## config.mk

```make
export PLATFORM = sky130hd
export DESIGN_NAME = axis_frame_gen_flat
export DESIGN_NICKNAME = d
export VERILOG_FILES = /design/src/rtl/axis_full_if.sv /design/src/rtl/axis_frame_gen.sv /design/src/flat_wrapper.sv
export SDC_FILE = /design/constraint.sdc
export NUM_CORES = 1
export LEC_CHECK = 0
export ABC_AREA = 1
export CORE_MARGIN = 3
export CORE_UTILIZATION = 50
export DETAILED_ROUTE_END_ITERATION = 8
export PLACE_DENSITY_LB_ADDON = 0.15
export SKIP_LAST_GASP = 1
export SLEW_MARGIN = 20
export SYNTH_ARGS = -nofsm -noshare
export SYNTH_HDL_FRONTEND = slang
export SYNTH_SLANG_ARGS = --single-unit
```

## constraint.sdc

```tcl
create_clock -name clk -period 2.35 [get_ports clk]
set_input_delay 0.3525 -clock clk [delete_from_list [all_inputs] [get_ports clk]]
set_output_delay 0.3525 -clock clk [all_outputs]
set_load 0.005 [all_outputs]
```

## src/rtl/axis_full_if.sv

```systemverilog
// AXI-stream bundle with every optional sideband (tkeep, tlast, tid, tdest, tuser).
// The 'out' modport drives a stream and the 'in' modport receives one.
interface axis_full_if #(
  parameter int DATA_W = 8,
  parameter int KEEP_W = DATA_W / 8,
  parameter int ID_W   = 8,
  parameter int DST_W  = 8,
  parameter int USR_W  = 1
);
  logic              tvalid;
  logic              tready;
  logic [DATA_W-1:0] tdata;
  logic [KEEP_W-1:0] tkeep;
  logic              tlast;
  logic [ID_W-1:0]   tid;
  logic [DST_W-1:0]  tdest;
  logic [USR_W-1:0]  tuser;

  modport out (output tvalid, tdata, tkeep, tlast, tid, tdest, tuser, input tready);
  modport in  (input tvalid, tdata, tkeep, tlast, tid, tdest, tuser, output tready);
endinterface

```

## src/rtl/axis_frame_gen.sv

```systemverilog
// AXI-stream frame generator: programmed frame count and length, deterministic byte pattern,
// full backpressure, and pause/stop that only take effect at frame boundaries.
module axis_frame_gen #(
  parameter int DATA_W     = 8,
  parameter int KEEP_W     = DATA_W / 8,
  parameter int ID_W       = 8,
  parameter int DST_W      = 8,
  parameter int USR_W      = 1,
  parameter int LEN_W      = 16,
  parameter int CNT_W      = 16,
  parameter int GAP_CYCLES = 0
) (
  input  logic             clk,
  input  logic             srst_n,
  axis_full_if.out         m_axis,
  input  logic             start,
  input  logic             stop,
  input  logic [LEN_W-1:0] frame_len,
  input  logic [CNT_W-1:0] frame_count,
  input  logic [7:0]       seed,
  input  logic [ID_W-1:0]  tid_in,
  input  logic [DST_W-1:0] tdest_in,
  input  logic             pause_req,
  output logic             pause_ack,
  output logic             busy,
  output logic             done,
  output logic             cfg_err,
  output logic [CNT_W-1:0] stat_frames,
  output logic [CNT_W-1:0] stat_beats
);
  localparam int BEAT_W = LEN_W + 1;
  localparam int GAP_W  = (GAP_CYCLES > 1) ? $clog2(GAP_CYCLES) : 1;

  typedef enum logic [1:0] {IDLE, SEND, GAP, PAUSE} state_t;

  typedef struct packed {
    logic [DATA_W-1:0] data;
    logic [KEEP_W-1:0] keep;
    logic              last;
    logic [USR_W-1:0]  user;
  } beat_t;

  // Keep mask for the final beat: low (len mod KEEP_W) lanes, or all lanes when it divides evenly.
  function automatic logic [KEEP_W-1:0] tail_keep(input logic [LEN_W-1:0] len);
    logic [LEN_W-1:0] rem;
    tail_keep = '1;
    rem = len % LEN_W'(KEEP_W);
    if (rem != '0)
      for (int k = 0; k < KEEP_W; k++) tail_keep[k] = (LEN_W'(k) < rem);
  endfunction

  function automatic beat_t make_beat(input logic [7:0] s, input logic [BEAT_W-1:0] b,
                                      input logic [BEAT_W-1:0] n, input logic [KEEP_W-1:0] lk);
    beat_t      r;
    logic [7:0] base;
    base    = s + 8'(b * BEAT_W'(KEEP_W));
    r.last  = (b == n - BEAT_W'(1));
    r.keep  = r.last ? lk : '1;
    r.user  = '0;
    r.user[0] = (b == '0);
    for (int k = 0; k < KEEP_W; k++)
      r.data[8*k +: 8] = r.keep[k] ? base + 8'(k) : 8'h00;
    return r;
  endfunction

  state_t            state;
  beat_t             pay;
  logic              tvalid_q;
  logic [BEAT_W-1:0] beat_idx, beats_q;
  logic [KEEP_W-1:0] keep_q;
  logic [7:0]        seed_q;
  logic [ID_W-1:0]   tid_q;
  logic [DST_W-1:0]  tdest_q;
  logic              cont_q;
  logic [CNT_W-1:0]  frames_left;
  logic [GAP_W-1:0]  gap_cnt;

  logic [BEAT_W-1:0] new_beats;
  logic [KEEP_W-1:0] new_keep;
  beat_t             first_beat, next_beat;
  logic              hs, last_frame;

  assign new_beats  = (BEAT_W'(frame_len) + BEAT_W'(KEEP_W - 1)) / BEAT_W'(KEEP_W);
  assign new_keep   = tail_keep(frame_len);
  assign first_beat = make_beat(seed_q, '0, beats_q, keep_q);
  assign next_beat  = make_beat(seed_q, beat_idx + BEAT_W'(1), beats_q, keep_q);
  assign hs         = tvalid_q & m_axis.tready;
  assign last_frame = !cont_q && (frames_left == CNT_W'(1));

  assign m_axis.tvalid = tvalid_q;
  assign m_axis.tdata  = pay.data;
  assign m_axis.tkeep  = pay.keep;
  assign m_axis.tlast  = pay.last;
  assign m_axis.tuser  = pay.user;
  assign m_axis.tid    = tid_q;
  assign m_axis.tdest  = tdest_q;

  // NOTE: all state updates use non-blocking assignments so every register samples pre-edge values.
  always_ff @(posedge clk or negedge srst_n) begin
    if (!srst_n) begin
      state       <= IDLE;
      pay         <= '0;
      tvalid_q    <= 1'b0;
      beat_idx    <= '0;
      beats_q     <= '0;
      keep_q      <= '0;
      seed_q      <= '0;
      tid_q       <= '0;
      tdest_q     <= '0;
      cont_q      <= 1'b0;
      frames_left <= '0;
      gap_cnt     <= '0;
      pause_ack   <= 1'b0;
      busy        <= 1'b0;
      done        <= 1'b0;
      cfg_err     <= 1'b0;
      stat_frames <= '0;
      stat_beats  <= '0;
    end else begin
      done    <= 1'b0;
      cfg_err <= 1'b0;
      unique case (state)
        IDLE: if (start) begin
          if (frame_len == '0) begin
            cfg_err <= 1'b1;
          end else begin
            state       <= SEND;
            busy        <= 1'b1;
            tvalid_q    <= 1'b1;
            pay         <= make_beat(seed, '0, new_beats, new_keep);
            beat_idx    <= '0;
            beats_q     <= new_beats;
            keep_q      <= new_keep;
            seed_q      <= seed;
            tid_q       <= tid_in;
            tdest_q     <= tdest_in;
            cont_q      <= (frame_count == '0);
            frames_left <= frame_count;
            stat_frames <= '0;
            stat_beats  <= '0;
          end
        end
        SEND: if (hs) begin
          stat_beats <= stat_beats + CNT_W'(1);
          if (!pay.last) begin
            beat_idx <= beat_idx + BEAT_W'(1);
            pay      <= next_beat;
          end else begin
            if (stat_frames != '1) stat_frames <= stat_frames + CNT_W'(1);
            frames_left <= frames_left - CNT_W'(1);
            beat_idx    <= '0;
            // Stop outranks pause so a simultaneous request never leaves the generator parked.
            if (stop || last_frame) begin
              state    <= IDLE;
              tvalid_q <= 1'b0;
              busy     <= 1'b0;
              done     <= 1'b1;
            end else if (pause_req) begin
              state     <= PAUSE;
              tvalid_q  <= 1'b0;
              pause_ack <= 1'b1;
            end else if (GAP_CYCLES > 0) begin
              state    <= GAP;
              tvalid_q <= 1'b0;
              gap_cnt  <= '0;
            end else begin
              pay <= first_beat;
            end
          end
        end
        GAP: begin
          if (stop) begin
            state <= IDLE;
            busy  <= 1'b0;
            done  <= 1'b1;
          end else if (gap_cnt == GAP_W'(GAP_CYCLES - 1)) begin
            if (pause_req) begin
              state     <= PAUSE;
              pause_ack <= 1'b1;
            end else begin
              state    <= SEND;
              tvalid_q <= 1'b1;
              pay      <= first_beat;
            end
          end else begin
            gap_cnt <= gap_cnt + GAP_W'(1);
          end
        end
        PAUSE: begin
          if (stop) begin
            state     <= IDLE;
            busy      <= 1'b0;
            done      <= 1'b1;
            pause_ack <= 1'b0;
          end else if (!pause_req) begin
            state     <= SEND;
            pause_ack <= 1'b0;
            tvalid_q  <= 1'b1;
            pay       <= first_beat;
          end
        end
      endcase
    end
  end
endmodule

```

## src/flat_wrapper.sv

```systemverilog
// flat-port wrapper written by rule: the top's interface ports become plain ports
module axis_frame_gen_flat 
#(
  parameter int DATA_W     = 8,
  parameter int KEEP_W     = DATA_W / 8,
  parameter int ID_W       = 8,
  parameter int DST_W      = 8,
  parameter int USR_W      = 1,
  parameter int LEN_W      = 16,
  parameter int CNT_W      = 16,
  parameter int GAP_CYCLES = 0
)
  (clk, srst_n, start, stop, frame_len, frame_count, seed, tid_in, tdest_in, pause_req, pause_ack, busy, done, cfg_err, stat_frames, stat_beats, m_axis_tvalid, m_axis_tdata, m_axis_tkeep, m_axis_tlast, m_axis_tid, m_axis_tdest, m_axis_tuser, m_axis_tready);
  axis_full_if #(.DATA_W(DATA_W), .KEEP_W(KEEP_W), .ID_W(ID_W), .DST_W(DST_W), .USR_W(USR_W)) m_axis_i ();
  input  logic clk;
  input  logic srst_n;
  input  logic start;
  input  logic stop;
  input  logic [LEN_W-1:0] frame_len;
  input  logic [CNT_W-1:0] frame_count;
  input  logic [7:0] seed;
  input  logic [ID_W-1:0] tid_in;
  input  logic [DST_W-1:0] tdest_in;
  input  logic pause_req;
  output logic pause_ack;
  output logic busy;
  output logic done;
  output logic cfg_err;
  output logic [CNT_W-1:0] stat_frames;
  output logic [CNT_W-1:0] stat_beats;
  output wire logic [$bits(m_axis_i.tvalid)-1:0] m_axis_tvalid;
  output wire logic [$bits(m_axis_i.tdata)-1:0] m_axis_tdata;
  output wire logic [$bits(m_axis_i.tkeep)-1:0] m_axis_tkeep;
  output wire logic [$bits(m_axis_i.tlast)-1:0] m_axis_tlast;
  output wire logic [$bits(m_axis_i.tid)-1:0] m_axis_tid;
  output wire logic [$bits(m_axis_i.tdest)-1:0] m_axis_tdest;
  output wire logic [$bits(m_axis_i.tuser)-1:0] m_axis_tuser;
  input wire logic [$bits(m_axis_i.tready)-1:0] m_axis_tready;
  assign m_axis_tvalid = m_axis_i.tvalid;
  assign m_axis_tdata = m_axis_i.tdata;
  assign m_axis_tkeep = m_axis_i.tkeep;
  assign m_axis_tlast = m_axis_i.tlast;
  assign m_axis_tid = m_axis_i.tid;
  assign m_axis_tdest = m_axis_i.tdest;
  assign m_axis_tuser = m_axis_i.tuser;
  assign m_axis_i.tready = m_axis_tready;
  axis_frame_gen #(.DATA_W(DATA_W), .KEEP_W(KEEP_W), .ID_W(ID_W), .DST_W(DST_W), .USR_W(USR_W), .LEN_W(LEN_W), .CNT_W(CNT_W), .GAP_CYCLES(GAP_CYCLES)) u_core (.clk(clk), .srst_n(srst_n), .m_axis(m_axis_i), .start(start), .stop(stop), .frame_len(frame_len), .frame_count(frame_count), .seed(seed), .tid_in(tid_in), .tdest_in(tdest_in), .pause_req(pause_req), .pause_ack(pause_ack), .busy(busy), .done(done), .cfg_err(cfg_err), .stat_frames(stat_frames), .stat_beats(stat_beats));
endmodule
```

Word level (Yosys, flattened, before mapping)
Cells that the tools add are included.
{ "word_totals": {"reg_bits": 126, "latchBits": 0, "ramBits": 0, "mem_bits_ro": 0, "inputBits": 62, "out_inout_bits": 64, "mem_count": 0} }
{ "classes": {"n_addsub": 8, "mul": 0, "div_mod_pow": 0, "n_lt_le_gt_ge": 0, "n_eq_ne": 22, "shifts": 0, "muxes": 79, "bitwise": 3, "n_reduce_logical": 23} }
{ "op_table": {"columns": ["cell", "n"], "rows": [
  ["$mux W16", 10],
  ["$mux W11", 10],
  ["$pmux W16 S2", 3],
  ["$mux W17", 4],
  ["$logic_not A17 Y1", 3],
  ["$pmux W11 S4", 1],
  ["$pmux W17 S2", 1],
  ["$sub A16 B1 Y17 const B", 2],
  ["$add A16 B1 Y16 const B", 2],
  ["$logic_not A16 Y1", 2],
  ["$mux W1", 32],
  ["$mux W2", 11],
  ["$reduce_and A6 Y1", 3],
  ["$add A17 B1 Y17 const B", 1],
  ["$eq A17 B17 Y1", 1],
  ["$eq A16 B1 Y1 const B", 1],
  ["$mux W8", 2],
  ["$ne A16 B16 Y1 const B", 1],
  ["$reduce_and A8 Y1", 2],
  ["$sub A16 B1 Y16 const B", 1],
  ["$reduce_and A7 Y1", 2],
  ["$ne A2 B1 Y1 const B", 6],
  ["$ne A2 B2 Y1 const B", 5],
  ["$ne A3 B3 Y1 const B", 3],
  ["other kinds (22)", 26]
]} }

Logic depth before layout (Yosys ltp)
Gate-level depths: netlist of run 1.
{ "depth": {"word_depth": 9, "mapped_depth": 17, "ltp_nobuf": 17} }

Worst setup path after synthesis of run 1
Ideal clock, no wire load.
{ "synth_timing": {"path_type": "reg2reg", "startpoint": "register u_core.beat_idx[0]", "endpoint": "register u_core.pay, in the netlist u_core.m_axis.tdata[7]", "t_arrival_ns": 2.095, "slack_ns": 0.135, "stages_incl_launch_ff": 16, "path_buffers": 0, "synth_period_minus_slack_ns": 2.215, "cell_sequence": "dfrtp_1 -> ha_1 -> nand2_1 -> nor2_2 -> nand2_1 -> nand2_1 -> nand2_1 -> ha_1 -> a21oi_1 -> o21ai_0 -> a21oi_1 -> nor2_1 -> o21ai_0 -> inv_1 -> nand2_1 -> a21oi_1"} }
{ "synth_between": {"elab_chain_len": 7, "word_cells_on_any_way": 8, "classes_between": "add/sub (2); eq/ne (1); mux (5)"} }
{ "synth_rtl": {"columns": ["element", "line_no", "text"], "rows": [
  ["start, declared", "axis_frame_gen.sv:69", "logic [BEAT_W-1:0] beat_idx, beats_q;"],
  ["start signal, assigned", "axis_frame_gen.sv:146", "beat_idx <= beat_idx + BEAT_W'(1);"],
  ["$add A17 B1 Y17 (*)", "axis_frame_gen.sv:86", "assign next_beat = make_beat(seed_q, beat_idx + BEAT_W'(1), beats_q, keep_q);"],
  ["parallel branches: the longest is 2 deep, another holds $add A8 B8 Y8", null, null],
  ["$mux W8 (*)", "axis_frame_gen.sv:62", "r.data[8*k +: 8] = r.keep[k] ? base + 8'(k) : 8'h00;"],
  ["$mux W11 (*)", "axis_frame_gen.sv:145", "if (!pay.last) begin"],
  ["$mux W11 (*)", "axis_frame_gen.sv:143", "SEND: if (hs) begin"],
  ["$pmux W11 S4 (*)", "axis_frame_gen.sv:122", "unique case (state)"],
  ["end signal, assigned", "axis_frame_gen.sv:130", "pay <= make_beat(seed, '0, new_beats, new_keep);"],
  ["end signal, assigned", "axis_frame_gen.sv:147", "pay <= next_beat;"],
  ["end signal, assigned", "axis_frame_gen.sv:167", "pay <= first_beat;"],
  ["end, declared", "axis_frame_gen.sv:67", "beat_t pay;"]
]} }
Mark *: on every way between the ends. The select of a mux whose other input is x is not followed.
A chain may end at the register's enable or synchronous reset.

Worst setup path in the final report of run 1
{ "layout_timing": {"startpoint": "register u_core.beat_idx[0]", "endpoint": "register u_core.pay, in the netlist u_core.m_axis.tdata[2]"} }
Same word-level chain as after synthesis.

==> results.cfg, run 1 <==
[outcome]
status = complete, but fails checks
violations = negative setup slack

[pwr]
p_sw_mw = 1.28
p_clk_share_pct = 51.7
intPower_mw = 3.70
irDropWorstVdd_v = 0.000507
p_comb_share_pct = 4.8
pwr-share-seq_pct = 43.6
switching_share_pct = 25.7
p_per_area_mw_per_mm2 = 447
total_power_mw = 4.98
leakage_nw = 5.58

[global_route]
grt_start_max_net_pins = 59
grt_pass1_vias = 7871
grt_pass1_wl_um = 38400
globalRouteTotalUtil_pct = 26.3
grt_antenna_before_repair = 0
gr-total-overflow = 0

[synthesis]
synth_seq_cells = 126
synth_flop_cell = dfrtp_1
yosysWarnings = 0
synth_edf_count = 0
yosysSeqAreaShare_pct = 38.4
yosysTopAreaCell = dfrtp_1
netlist_area_mm2 = 0.00822
synthCells = 1130
synth-xor-area-share_pct = 3.30
synthTopCellsByArea = dfrtp_1 38%, nand2_1 13%, inv_1 6.3%
postSynth.asyncResetShare_pct = 100
synth.net_count = 1208
yosys.area_share.simple_pct = 32.4
synth_cell_types = 52
yosysTopAreaCellShare_pct = 38.4
synth_compound_area_share_pct = 11.6
synth_top_family_by_area = simple AND/OR/NAND/NOR gates
avgSynthCellArea_um2 = 7.27
synthAdderAreaFrac_pct = 2.53
synth_mux_area_share_pct = 3.01

[placed_design]
place_congestion = 0.896
dpl_cell_area_mm2 = 0.0103
port_buffers = 125
dp_slack_ns = -0.186
dp_hpwl_um = 17200
dp_cells = 1529

[floorplan]
start_util_pct = 51.4
ios = 126
core_mm2 = 0.0160
die_w_um = 134
rows = 46
die_y_um = 134
dieArea_mm2 = 0.0180

[routing]
firstDrtPassIters = 5
vias_per_cell = 5.34
wl_met2_um = 11100
wl_per_cell_um = 15.2
wirelength_um = 23700
drc = 0
routed.top_layer = met4
vias = 8350
dr_wl_met3_um = 1740
wl_met1_um = 10500
ant_nets = 0
drtIter0Drc = 596

[layout]
layout.nets = 1412
nFillCells = 1335
layout.cells.most_common = nand2_1
antennaDiodeCount = 0
syn_to_final_growth_pct = 35.6
fin_cells = 1563
finish.instance_area_mm2 = 0.0111
drive_above_1_share_pct = 18.2
final_cell_mix = 266 x nand2_1, 138 x inv_1, 124 x clkdlybuf4s50_1, 124 x dfrtp_1, 94 x nor2_1

[timing]
fin_crit_sh_pct = 100
worst_pin_slew_ns = 0.682
fin_tns_setup_ns = -0.00517
fin_ws_ns = -0.00234
finalSetupViolCount = 3
fin_crit_ns = 2.35
hold_violations = 0
clock_skew_ns = 0.0129
relSlewSlack_pct = 54.1
rsz0062_at_grt = true
fmaxAchievable_ghz = 0.425
timing.final.max_slew_violations = 0

[setup_path]
reg2regPathDepth = 18
worst-setup-path-type = reg -> reg
crit_path_start_kind = flop
required_ns = 2.67
regToRegStartpoint = u_core.beat_idx[0]
cp_max_fo = 8
arrival_ns = 2.68
rrSetupSlack_ns = -0.002
worstReg2RegEnd = u_core.m_axis.tdata[2]
end_kind = flop
cp-endpoint = u_core.m_axis.tdata[2]
cp-startpoint = u_core.beat_idx[0]

[cts]
root_buffer = clkbuf_16
htreeDepth = 4
cts.clk_slew.worst_paths_ns = 0.07
clockBufferDepth = 2
cts_inserted_buffers = 17
clk_latency_ns = 0.43
cts_tree = done
cts.sinks = 126

[job]
max-cap-violations = 0

[min_path]
hold_class = in -> async
## worst min-delay path by stage
| stage | to | slack [ns] | cells after the start |
|---|---|---|---|
| final | u_core.beats_q[13] | 0.48 | 2 |
| after global routing | u_core.frames_left[13] | 0.50 | 2 |
| after CTS | u_core.m_axis.tkeep | 0.49 | 2 |
| after detailed placement | u_core.stat_beats[15] | 0.39 | 1 |
| after global placement | u_core.stat_beats[13] | 0.39 | 1 |
| after floorplan | u_core.beat_idx[0] | 0.06 | 0 |
## layer usage
| metal | up-vias | track usage, % |
|---|---|---|
| met3 | 29 | 7.09 |
| met4 | 0 | 6.39 |
| met1 | 3931 | 35.8 |
| li1 | 4124 | - |
| met2 | 266 | 42.0 |
| met5 | - | 0 |
## cells by family after synthesis
family	Yosys count
and+or+nand+nor	579
buffers and inverters	180
AOI/OAI and AO/OA	176
DFF	126
xor gates and xnor gates	31
muxes	22
adders and majority gates	16
## sequential cells by signal (all words and copies together), names as in the netlist, 2 cells and up
name and count:
u_core.frames_left 16, u_core.seed_q 8, u_core.stat_beats 16, u_core.stat_frames 16, u_core.m_axis.tdata 8, u_core.m_axis.tdest 8, u_core.beat_idx 17, u_core.m_axis.tid 8
u_core.beats_q 16, u_core.state 2
## per-stage QoR
step / util, % / hold slack, ns
floorplan: - / 0.0569
global placement: 64.7 / 0.386
detailed placement: 64.7 / 0.388
CTS: 68.3 / 0.488
global route: 69.7 / 0.503
finish: 69.7 / 0.477
## area by class of cell
type	instances	area [µm²]	area share (%)
timing repair buffer	214	2030	18.3
inverter	151	569	5.11
clock buffer	17	425	3.82
sequential	126	3160	28.3
tap	216	270	2.43
multi-input combinational	824	4550	40.8
clock inverter	15	141	1.27
## Yosys cell counts (18+ instances only)
cell / count
xor2_1: 25
inv_1: 138
nand4_1: 32
a21oi_1: 55
mux2_2: 22
o21ai_0: 68
nor3_1: 23
nor2_1: 102
dfrtp_1: 126
o21ai_1: 18
nand2_1: 279
nand3_1: 76
## power groups by stage
stage / logic [mW] / registers (mW) / clock network (mW)
6_report: 0.237 / 2.17 / 2.57
5_1_grt: 0.258 / 2.17 / 2.71
4_1_cts: 0.237 / 2.17 / 2.61
3_5_place_dp: 0.233 / 2.21 / 0
3_3_place_gp: 0.232 / 2.21 / 0
2_1_floorplan: 0.0275 / 2.21 / 0
## worst max-delay path: stages (launching register included)
cell and delay, ns:
dfrtp_2 0.47, ha_4 0.21, nand2_1 0.08, nor2_2 0.04, buf_4 0.13, nand2_1 0.08, clkinv_1 0.15, nand2_1 0.12
nand2_2 0.07, nand2_1 0.09, nand2_1 0.08, nor2_2 0.08, nand2_1 0.07, nor2_2 0.09, nand3_2 0.13, nand2_4 0.15
nand2_8 0.09, nand2_1 0.07, a21oi_1 0.06
## what timing repair did
item	CTS	global route
endpoints found under the hold margin	55	0
resized for setup	2	49
setup endpoints to repair	9	11
setup buffers	0	1
pin swaps	0	11
hold buffers	1	0
(Power assumes the default switching activity.)
==> run 2: changes to the inputs <==
--- a/config.mk
+++ b/config.mk
@@ -11,7 +11,8 @@
 export DETAILED_ROUTE_END_ITERATION = 8
 export PLACE_DENSITY_LB_ADDON = 0.15
 export SKIP_LAST_GASP = 1
-export SLEW_MARGIN = 20
+export SLEW_MARGIN = 10
 export SYNTH_ARGS = -nofsm -noshare
 export SYNTH_HDL_FRONTEND = slang
 export SYNTH_SLANG_ARGS = --single-unit
+export TNS_END_PERCENT = 50
==> run 2 against run 1 <==
Net effect: the run still ends with negative setup slack left; final area is essentially flat; critical path type unchanged; setup slack lost 0.0026 ns; global-route usage is the same; largest power group unchanged; non-clock buffer count is the same.
==> results.cfg, run 2 (synthesis results as in run 1) <==
[outcome]
status = complete, but fails checks
violations = negative setup slack

[timing]
hold_violations = 0
fmaxAchievable_ghz = 0.425
finalSetupViolCount = 3
fin_tns_setup_ns = -0.0111
hold_ws_ns = 0.476
fin_ws_ns = -0.00494
rsz0062_at_grt = true
timing.final.max_slew_violations = 0
fin_crit_ns = 2.35
relSlewSlack_pct = 53.7
clock_skew_ns = 0.0125
fin_crit_sh_pct = 100
worst_pin_slew_ns = 0.689

[layout]
finish.instance_area_mm2 = 0.0111
drive_above_1_share_pct = 18.0
fin_cells = 1563
regMostFlops = u_core.beat_idx
largest_reg_flops = 17
finish.utilization_pct = 69.6
final_cell_mix = 266 x nand2_1, 138 x inv_1, 124 x clkdlybuf4s50_1, 124 x dfrtp_1, 95 x nor2_1
syn_to_final_growth_pct = 35.5
antennaDiodeCount = 0
layout.cells.most_common = nand2_1
layout.nets = 1412

[setup_path]
arrival_ns = 2.68
cp_top_family = simple AND/OR/NAND/NOR gates
worstReg2RegEnd = u_core.m_axis.tdata[2]
max_stage_delay_ns = 0.47
end_kind = flop
reg2regPathDepth = 18
cp_max_fo = 8
required_ns = 2.67
worst-setup-path-type = reg -> reg
regToRegStartpoint = u_core.beat_idx[0]
worst-path-buf-inv = 2
rrSetupSlack_ns = -0.005
crit_chain = ha_4 > nand2_1 > nor2_2 > buf_4 > nand2_1 > clkinv_1 > nand2_1 > nand2_2 > nand2_1 > nand2_1 > nor2_2 > nand2_1 > nor2_2 > nand3_2 > nand2_4 > nand2_8 > nand2_1 > a21oi_1
cp_slowest_cell = dfrtp_2
cpMostUsedCell = nand2_1
crit_path_start_kind = flop

[floorplan]
start_util_pct = 51.4
core_mm2 = 0.0160
ios = 126
die_y_um = 134
die_w_um = 134
dieArea_mm2 = 0.0180
rows = 46

[global_route]
globalRouteTotalUtil_pct = 26.3
grt_start_max_net_pins = 59
grt_pass1_vias = 7871
grt_antenna_before_repair = 0
gr-total-overflow = 0
grt_pass1_wl_um = 38400

[cts]
clockBufferDepth = 2
clk_latency_ns = 0.43
cts_tree = done
cts_inserted_buffers = 17
cts.clk_slew.worst_paths_ns = 0.07
root_buffer = clkbuf_16
cts.sinks = 126
htreeDepth = 4

[pwr]
pwr-share-seq_pct = 43.6
p_sw_mw = 1.27
intPower_mw = 3.70
switching_share_pct = 25.6
p_comb_share_pct = 4.8
p_per_area_mw_per_mm2 = 446
irDropWorstVdd_v = 0.000505
total_power_mw = 4.97
leakage_nw = 5.58
p_clk_share_pct = 51.6

[placed_design]
place_congestion = 0.896
dp_cells = 1529
dpl_cell_area_mm2 = 0.0103
port_buffers = 125
dp_slack_ns = -0.186
dp_hpwl_um = 17200

[routing]
drc = 0
ant_nets = 0
firstDrtPassIters = 7
wirelength_um = 23600
vias_per_cell = 5.34
vias = 8353
drtIter0Drc = 572
wl_per_cell_um = 15.1

[min_path]
hold_class = in -> async

[job]
max-cap-violations = 0
-- run 2: repair_timing --
action | in CTS | in global routing
gates resized for setup | 2 | 47
endpoints found under the hold margin | 55 | 0
hold buffers | 1 | 0
cloned | 0 | 0
setup endpoints to repair | 9 | 11
setup buffers | 0 | 1
pin swaps | 0 | 11
-- run 2: layout make-up --
| cell class | instances | area, µm² |
|---|---|---|
| fill | 1337 | 4860 |
| multi-input combinational | 824 | 4540 |
| clock inverter | 15 | 141 |
| clock buffer | 17 | 425 |
| tap | 216 | 270 |
| sequential | 126 | 3160 |
| timing repair buffer | 214 | 2030 |
| inverter | 151 | 569 |
-- run 2: how the worst max path moves through the flow --
stage / from / to / slack (ns) / depth (start not counted)
after CTS: u_core.beat_idx[0] / u_core.m_axis.tdata[7] / -0.02 / 15
after floorplan: u_core.beat_idx[0] / u_core.m_axis.tdata[7] / 0.14 / 15
after global routing: u_core.beat_idx[0] / u_core.m_axis.tkeep / -0.19 / 18
after global placement: frame_len[1] / u_core.m_axis.tdata[0] / -0.11 / 14
final: u_core.beat_idx[0] / u_core.m_axis.tdata[2] / -0.005 / 18
after detailed placement: frame_len[1] / u_core.m_axis.tdata[5] / -0.19 / 14
-- run 2: metal layers --
layer | global-route usage (%) | part of all wire (%) | wire (µm)
met4 | 6.39 | 1.3 | 307
met1 | 35.8 | 44 | 10400
met3 | 7.09 | 7.7 | 1820
met5 | 0 | 0 | 0
met2 | 42.0 | 47 | 11100
-- run 2: power groups by stage --
stage	clock network (mW)	registers [mW]	logic, mW
after floorplan	0	2.21	0.0275
after global placement	0	2.21	0.232
after detailed placement	0	2.21	0.233
after CTS	2.61	2.17	0.237
after global routing	2.71	2.17	0.258
final	2.57	2.17	0.236
==> run 3: changes to the inputs <==
--- a/config.mk
+++ b/config.mk
@@ -10,6 +10,8 @@
 export CORE_UTILIZATION = 50
 export DETAILED_ROUTE_END_ITERATION = 8
 export PLACE_DENSITY_LB_ADDON = 0.15
+export RECOVER_POWER = 25
+export SETUP_SLACK_MARGIN = 0.4
 export SKIP_LAST_GASP = 1
 export SLEW_MARGIN = 10
 export SYNTH_ARGS = -nofsm -noshare
==> run 3 against run 2 <==
Net effect: first-iteration DRC count fell by 7.7%; final cell count increased by 1.2%; the run now ends clean; hold slack worse by 0.18 ns; clock-buffer cell count did not move; clock skew about the same; non-clock buffer count grew 18; clock power up 5%; largest cell class unchanged; largest power group unchanged.
==> results.cfg, run 3 (synthesis results as in run 1) <==
[timing]
worst_pin_slew_ns = 0.931
fin_crit_ns = 2.28
fin_ws_ns = 0.0671
finalSetupViolCount = 0
hold_ws_ns = 0.296
relSlewSlack_pct = 37.9
fmaxAchievable_ghz = 0.438
rsz0062_at_grt = true
timing.final.max_slew_violations = 0
clock_skew_ns = 0.0121
hold_violations = 0
fin_crit_sh_pct = 97.1

[layout]
nFillCells = 1261
layout.cells.most_common = nand2_1
multi_input_area_mm2 = 0.00481
layout.nets = 1430
seq_area_mm2 = 0.00316
drive_above_1_share_pct = 22.9
finish.instance_area_mm2 = 0.0116
antennaDiodeCount = 0
finish.utilization_pct = 72.6
syn_to_final_growth_pct = 41.4
regMostFlops = u_core.beat_idx
final_cell_mix = 254 x nand2_1, 126 x inv_1, 123 x dfrtp_1, 118 x clkdlybuf4s50_1, 88 x buf_4
largest_reg_flops = 17

[setup_path]
worst-path-buf-inv = 1
end_kind = flop
required_ns = 2.67
arrival_ns = 2.60
crit_path_start_kind = flop
worst-setup-path-type = reg -> reg
cp_top_family = simple AND/OR/NAND/NOR gates
cp_slowest_cell = dfrtp_2
crit_chain = ha_4 > nand3_4 > nor2_4 > buf_12 > nand4_1 > nand2_2 > nor2_1 > nor2_1 > nand2_1 > nor2_2 > nand3_2 > nand2_4 > nand2_8 > nand2_2 > a21oi_1
max_stage_delay_ns = 0.46
cp_max_fo = 8

[global_route]
use_met1_pct = 34.7
grt_pass1_wl_um = 38300
use_met3_pct = 7.16
grt_antenna_before_repair = 0
grt_start_max_net_pins = 69
gr-total-overflow = 0
top_usage_layer = met2
globalRouteTotalUtil_pct = 26.0
grt_use_met2_pct = 41.7
grt_pass1_vias = 8060

[routing]
vias = 8539
drtIter0Drc = 528
vias_per_cell = 5.40
wirelength_um = 24500
wl_per_cell_um = 15.5
ant_nets = 0
firstDrtPassIters = 6
drc = 0

[pwr]
irDropWorstVdd_v = 0.000489
switching_share_pct = 25.2
p_comb_share_pct = 4.7
p_sw_mw = 1.29
intPower_mw = 3.81
leakage_nw = 5.81
p_per_area_mw_per_mm2 = 439
pwr-share-seq_pct = 42.5
total_power_mw = 5.10
p_clk_share_pct = 52.8

[floorplan]
die_y_um = 134
rows = 46
core_mm2 = 0.0160
start_util_pct = 51.4
die_w_um = 134
ios = 126
dieArea_mm2 = 0.0180

[placed_design]
place_congestion = 0.879
dp_hpwl_um = 16900
dp_slack_ns = -0.141
dpl_cell_area_mm2 = 0.0103
port_buffers = 125

[outcome]
status = finished clean

[cts]
cts.sinks = 126
cts_inserted_buffers = 17
cts_tree = done
clockBufferDepth = 2
clk_latency_ns = 0.43
htreeDepth = 4
root_buffer = clkbuf_16
cts.clk_slew.worst_paths_ns = 0.07

[min_path]
hold_class = in -> reg

[job]
max-cap-violations = 0
## run 3: changes by cell type in the layout (fill, tap and decap cells not counted), sizes merged
cell | before | now
clkbuf | 17 | 22
clkinv | 4 | 5
bufinv | 0 | 1
clkdlybuf4s50 | 124 | 118
buf | 89 | 102
inv | 160 | 158
dlymetal6s2s | 0 | 6
## run 3: through the flow
step	cells	setup TNS, ns
3_5_place_dp	1510	-2.20
5_1_grt	1581	-0.0933
2_1_floorplan	1130	0
3_3_place_gp	1510	-1.10
6_report	1581	0
4_1_cts	1554	0
## run 3: tightest hold or removal path, delay by kind of cell
kind                   cells  cell delay, ns
AO/OA/AOI/OAI              1            0.08
buffers and inverters      2            0.23
## run 3: power groups by stage
stage / clock network (mW) / registers, mW / logic [mW]
after global placement: 0 / 2.21 / 0.227
final: 2.69 / 2.17 / 0.239
after detailed placement: 0 / 2.21 / 0.228
after floorplan: 0 / 2.21 / 0.0275
after CTS: 2.72 / 2.17 / 0.231
after global routing: 2.81 / 2.17 / 0.261
## run 3: path summary, 6_finish.rpt
path	end	cells past startpoint	slack (ns)	startpoint
setup / recovery	u_core.m_axis.tdata[6]	15	0.07	u_core.beat_idx[0]
hold / removal	u_core.beats_q[4]	3	0.30	frame_len[4]
setup reg to reg	u_core.m_axis.tdata[6]	15	0.07	u_core.beat_idx[0]
hold reg to reg	u_core.m_axis.tkeep	2	0.50	u_core.m_axis.tkeep
max in group asynchronous	u_core.beat_idx[5]	3	0.49	srst_n
min in group asynchronous	u_core.stat_beats[8]	2	0.55	srst_n
## run 3: routing by layer
metal  vias to the layer above  wire [µm]
li1                       4166          -
met2                       280      11600
met4                         0        464
met5                         -          0
met1                      4054      10800
met3                        39       1590
## run 3: what timing repair did
item                                   CTS  global route
resized for setup                       28            91
gates cloned                             0             2
buffers inserted                        11            25
setup endpoints to repair               32            96
hold buffers                             1             0
pin swaps                               29            54
endpoints found under the hold margin   27             0
## run 3: final cells by class
type | count | share of cell area (%)
multi-input cells | 824 | 41.4
flip-flops and latches | 126 | 27.2
repair buffers | 232 | 19.0
inverters | 151 | 4.93
clock buffers | 17 | 3.66
well taps | 216 | 2.33
clock inverters | 15 | 1.49
